**config.mk**
```make
export PLATFORM = sky130hd
export DESIGN_NAME = sincos_sched
export DESIGN_NICKNAME = d
export VERILOG_FILES = /design/src/rtl/sincos_sched.sv
export SDC_FILE = /design/constraint.sdc
export NUM_CORES = 1
export LEC_CHECK = 0
export CORE_UTILIZATION = 40
export DETAILED_ROUTE_END_ITERATION = 6
export PLACE_DENSITY = 0.86
export SKIP_LAST_GASP = 1
export SYNTH_ARGS = -nofsm -noshare
export SYNTH_HDL_FRONTEND = slang
export SYNTH_SLANG_ARGS = --single-unit
```
**constraint.sdc**
```tcl
create_clock -name clk -period 2.5 [get_ports clk]
set_clock_uncertainty 0.15 [all_clocks]
set_input_delay 0.375 -clock clk [delete_from_list [all_inputs] [get_ports clk]]
set_output_delay 0.375 -clock clk [all_outputs]
set_load 0.05 [all_outputs]
```
**src/rtl/sincos_sched.sv**
```systemverilog
// sincos_sched: sequencing controller and two-port round-robin arbiter in front of a
// shared combinational sin/cos unit. The unit is treated as a SETTLE-cycle multicycle
// path: dp_in/dp_sel are held stable for SETTLE cycles per function and dp_result is
// registered on the last one.
//
// Optional feature: define SINCOS_SCHED_SPECIAL_BYPASS_EN to return quiet NaN directly
// for Inf/NaN angles (exponent all ones), skipping the datapath.
//
// Ports:
//   clk, rst                    clock, synchronous active-high reset
//   req0_* / req1_*             valid/ready angle requests; mode bit0 = sin, bit1 = cos
//   rsp_valid/rsp_ready         shared response handshake
//   rsp_id, rsp_sin, rsp_cos    response owner and results (0 when not requested)
//   busy                        high whenever not idle
//   dp_in, dp_sel, dp_result    sin/cos unit interface (dp_sel 1 = sin, 0 = cos)

module sincos_sched #(
  parameter int unsigned SETTLE = 2,
  parameter int unsigned CNT_W  = 4
) (
  input  logic        clk,
  input  logic        rst,
  input  logic        req0_valid,
  output logic        req0_ready,
  input  logic [31:0] req0_angle,
  input  logic [1:0]  req0_mode,
  input  logic        req1_valid,
  output logic        req1_ready,
  input  logic [31:0] req1_angle,
  input  logic [1:0]  req1_mode,
  output logic        rsp_valid,
  input  logic        rsp_ready,
  output logic        rsp_id,
  output logic [31:0] rsp_sin,
  output logic [31:0] rsp_cos,
  output logic        busy,
  output logic [31:0] dp_in,
  output logic        dp_sel,
  input  logic [31:0] dp_result
);

  localparam logic [CNT_W-1:0] CntLast = CNT_W'(SETTLE - 1);
  localparam logic [31:0]      QNan    = 32'h7FC00000;

  typedef enum logic [1:0] {StIdle, StSin, StCos, StResp} state_e;

  state_e           state_q, state_d;
  logic [CNT_W-1:0] cnt_q, cnt_d;
  logic [31:0]      angle_q, angle_d;
  logic             want_cos_q, want_cos_d;
  logic             id_q, id_d;
  logic [31:0]      sin_q, sin_d;
  logic [31:0]      cos_q, cos_d;
  logic             last_q, last_d;   // requester granted most recently

  logic             grant1;
  logic [31:0]      acc_angle;
  logic [1:0]       acc_mode;
  logic             special;

  always_comb begin
    state_d    = state_q;
    cnt_d      = cnt_q;
    angle_d    = angle_q;
    want_cos_d = want_cos_q;
    id_d       = id_q;
    sin_d      = sin_q;
    cos_d      = cos_q;
    last_d     = last_q;
    req0_ready = 1'b0;
    req1_ready = 1'b0;

    // req1 wins when alone, or on contention when req0 was granted last.
    grant1    = req1_valid & (~req0_valid | ~last_q);
    acc_angle = grant1 ? req1_angle : req0_angle;
    acc_mode  = grant1 ? req1_mode : req0_mode;
    if (acc_mode == 2'b00) acc_mode = 2'b11;
    special   = 1'b0;

    unique case (state_q)
      StIdle: begin
        if (req0_valid || req1_valid) begin
          req0_ready = ~grant1;
          req1_ready = grant1;
          id_d       = grant1;
          last_d     = grant1;
          want_cos_d = acc_mode[1];
          sin_d      = '0;
          cos_d      = '0;
          cnt_d      = '0;
`ifdef SINCOS_SCHED_SPECIAL_BYPASS_EN
          special    = (acc_angle[30:23] == 8'hFF);
`endif
          if (special) begin
            sin_d   = acc_mode[0] ? QNan : 32'h0;
            cos_d   = acc_mode[1] ? QNan : 32'h0;
            state_d = StResp;
          end else begin
            angle_d = acc_angle;
            state_d = acc_mode[0] ? StSin : StCos;
          end
        end
      end
      StSin: begin
        if (cnt_q == CntLast) begin
          sin_d   = dp_result;
          cnt_d   = '0;
          state_d = want_cos_q ? StCos : StResp;
        end else begin
          cnt_d = cnt_q + CNT_W'(1);
        end
      end
      StCos: begin
        if (cnt_q == CntLast) begin
          cos_d   = dp_result;
          cnt_d   = '0;
          state_d = StResp;
        end else begin
          cnt_d = cnt_q + CNT_W'(1);
        end
      end
      StResp: begin
        if (rsp_ready) state_d = StIdle;
      end
      default: state_d = StIdle;
    endcase
  end

  always_ff @(posedge clk) begin
    if (rst) begin
      state_q    <= StIdle;
      cnt_q      <= '0;
      angle_q    <= '0;
      want_cos_q <= 1'b0;
      id_q       <= 1'b0;
      sin_q      <= '0;
      cos_q      <= '0;
      last_q     <= 1'b1;   // so req0 wins the first contention
    end else begin
      state_q    <= state_d;
      cnt_q      <= cnt_d;
      angle_q    <= angle_d;
      want_cos_q <= want_cos_d;
      id_q       <= id_d;
      sin_q      <= sin_d;
      cos_q      <= cos_d;
      last_q     <= last_d;
    end
  end

  assign rsp_valid = (state_q == StResp);
  assign busy      = (state_q != StIdle);
  assign dp_sel    = (state_q == StSin);
  assign dp_in     = angle_q;
  assign rsp_id    = id_q;
  assign rsp_sin   = sin_q;
  assign rsp_cos   = cos_q;

endmodule

```
==> flow_summary.toml <==
[run_status]
status = "finished, final reports clean"

[global_routing]
gr-total-overflow = 0
busiest_layer = "met2"
grt_pass1_wl_um = 17800
met1_usage_pct = 24.0
antenna_found_initial = 0
grt.met2_usage_pct = 39.1
grtUsageTotal_pct = 22.0
grt_pass1_vias = 3627
gr-usage-met3_pct = 7.93
grt_max_degree = 42

[logic_synthesis]
synth_edf_count = 0
syn_avg_cell_area_um2 = 10.4
synth.net_count = 499
yosysUniqueCellTypes = 34
async_reset_ff_share_pct = 0
yosys-top-cells-area = "dfxtp_1 53%, a22o_1 7.0%, nor2_1 6.8%, mux2i_1 5.8%, a22oi_1 4.7%"
netlist.area_leader.share_pct = 52.5
yosys_warnings = 0
synth_area_um2 = 4000
yosysTopAreaCell = "dfxtp_1"
ys.flop_type = "dfxtp_1"
synthesis.instances = 386
seq_area_frac_synth_pct = 52.5
ys_ff_latch = 105

[power_and_ir_drop]
p_leak_nw = 2.39
power_mw = 6.04
vdd_drop_max_mv = 0.633
p_per_area_nw_per_um2 = 941

[critical_path]
cpMaxStageDelayCell = "dfxtp_1"
cp-startpoint = "state_q[1]"
cp-endpoint = "req0_ready"
crit_required_ns = 1.98
critPathMaxStageDelay_ns = 0.34
crit_arrival_ns = 1.85
cp-start-kind = "flip-flop"
cp-end-kind = "output port"
r2r-end = "rsp_sin[29]"
timing.rr.start = "state_q[1]"
path_max_fanout = 13
worstSetupPathType = "flip-flop to output port"
reg2reg_depth = 8
reg2reg_slack_ns = 0.24
crit_chain = "inv_1 > ha_1 > o21ai_1 > nor2_4 > buf_12"

[finish]
area_growth_pct = 60.4
n_antenna_cell = 0
postLayoutCellArea_um2 = 6420
final_nets = 694
drive_gt1_share_pct = 7.68

[detailed_routing]
vias = 3786
firstDrtPassIters = 5
drt-total-wl_um = 11600
drt_iter0_drc = 142
ant_nets = 0
drc = 0
viasPerCell = 5.27
wire_per_inst_um = 16.2

[placed_design]
place_area_um2 = 6210
hpwl_um = 8460
port_buffers = 206
place_congestion = 0.743

[sta]
setup_tns_ns = 0
timing_worst_slew_pin_value_ns = 0.543
fin_crit_ns = 2.37
final-setup-viol-count = 0
maxSlewViolCount = 0
slew_headroom_pct = 63.7
max_freq_mhz = 421
finalHoldViolations = 0
rsz0062_at_grt = "no"
period_share_pct = 94.9

[clock_network]
cts_buffers = 9
cts_tree = "yes"
path_clk_slew_ns = 0.11
clk_latency_ns = 0.37
htreeDepth = 3
cts_root_buf = "clkbuf_8"
clk_path_buf_depth = 2
clock-sinks = 105

[floorplan]
start_util_pct = 41.1
rows = 36
coreArea_um2 = 9730
boundaryPins = 207
die_x_um = 102
design.die.area_um2 = 10400
fp.dieH_um = 102

[job]
drv_cap = 0

[hold_path]
hp-class = "input pin to flip-flop"
-- kinds of logic (layout without fill, tap and decap cells) --
| logic type | Yosys count | count (layout) | share of synthesized area, % |
|---|---|---|---|
| AND/OR/NAND/NOR | 94 | 94 | 10.4 |
| multiplexers | 23 | 23 | 5.75 |
| buffers and inverters | 42 | 242 | 5.19 |
| flip-flops | 105 | 105 | 52.5 |
| AO/OA/AOI/OAI | 114 | 114 | 23.6 |
| adder cells (fa/ha/maj) | 8 | 8 | 2.50 |
-- worst max-delay path, delay by kind of cell, from the launching register on --
kind                     cells  cell delay [ns]
buffers and inverters        2             0.34
AND/OR/NAND/NOR              1             0.34
AO/OA/AOI/OAI                1             0.17
flip-flops                   1             0.34
adder cells (fa/ha/maj)      1             0.29
-- flip-flops by register name (all words and copies together), names as in the netlist --
register and count:
cnt_q 4, last_q 1, rsp_cos 32, state_q 2
rsp_id 1, dp_in 32, rsp_sin 32, want_cos_q 1
-- report_power, final --
group	leakage, nW	internal [mW]	total, mW	switching [mW]
Sequential	0.855	1.90	2.04	0.137
Clock	0.0962	0.470	1.07	0.600
Combinational	1.43	1.09	2.93	1.85
Total	2.39	3.45	6.04	2.59
-- stage by stage --
step / hold slack (ns) / setup WS (ns) / utilization [%] / cells
5_1_grt: 0.114 / 0.0175 / 66.0 / 719
3_3_place_gp: 0.297 / -0.00798 / 63.8 / 703
4_1_cts: 0.108 / 0.109 / 66.0 / 719
6_report: 0.111 / 0.127 / 66.0 / 719
2_1_floorplan: 0.281 / 0.355 / - / 386
3_5_place_dp: 0.298 / -0.0836 / 63.8 / 703
-- layer usage --
metal	routed length [um]	vias up	share of wire [%]
met5	0	-	0
met4	159	0	1.4
met3	1140	13	9.8
met2	5820	187	50
met1	4530	1781	39
li1	-	1805	-
-- layout make-up --
| type | count | area, um^2 |
|---|---|---|
| inverters | 8 | 30.0 |
| clock buffers | 9 | 124 |
| multi-input cells | 239 | 1720 |
| flip-flops and latches | 105 | 2100 |
| well taps | 133 | 166 |
| clock inverters | 7 | 76.3 |
| fillers | 750 | 3310 |
| repair buffers | 218 | 2200 |
-- synth_stat cells (8+ instances only) --
cell type and count:
mux2i_1 23, clkbuf_1 16, inv_1 8, nor2_1 72
a211oi_1 22, a22oi_1 25, dfxtp_1 105, a22oi_2 8
a222oi_1 12, ha_1 8, a22o_1 32, buf_2 13
-- worst min path at each step --
stage	from	endpoint	slack, ns	cells after the start
after floorplan	last_q	last_q	0.28	1
after global placement	want_cos_q	want_cos_q	0.30	2
after detailed placement	want_cos_q	want_cos_q	0.30	2
after CTS	rst	want_cos_q	0.11	2
after global routing	rst	want_cos_q	0.11	2
final	rst	want_cos_q	0.11	2
-- timing repair --
| item | in CTS | in global routing |
|---|---|---|
| resized for setup | 2 | 0 |
| hold buffers | 0 | 0 |
| setup buffers | 0 | 0 |
| setup endpoints to repair | 1 | 0 |
-- layout by cell type, fill, tap and decap left out, types with 2 or more instances in the layout --
cell type and n:
nand2_1 3, mux2i_1 23, o21ai_0 3, clkbuf_8 9
buf_12 5, a211oi_1 22, buf_4 10, inv_6 2
dfxtp_1 105, a22oi_2 8, or3b_1 2, a22oi_1 25
a21oi_1 5, and2_1 2, nand3b_1 4, ha_1 8
clkinvlp_4 2, a22o_1 32, a222oi_1 12, and3_1 2
nor2_1 70, inv_1 8, clkdlybuf4s50_1 202, nor2b_1 3
(Power assumes the default switching activity.)
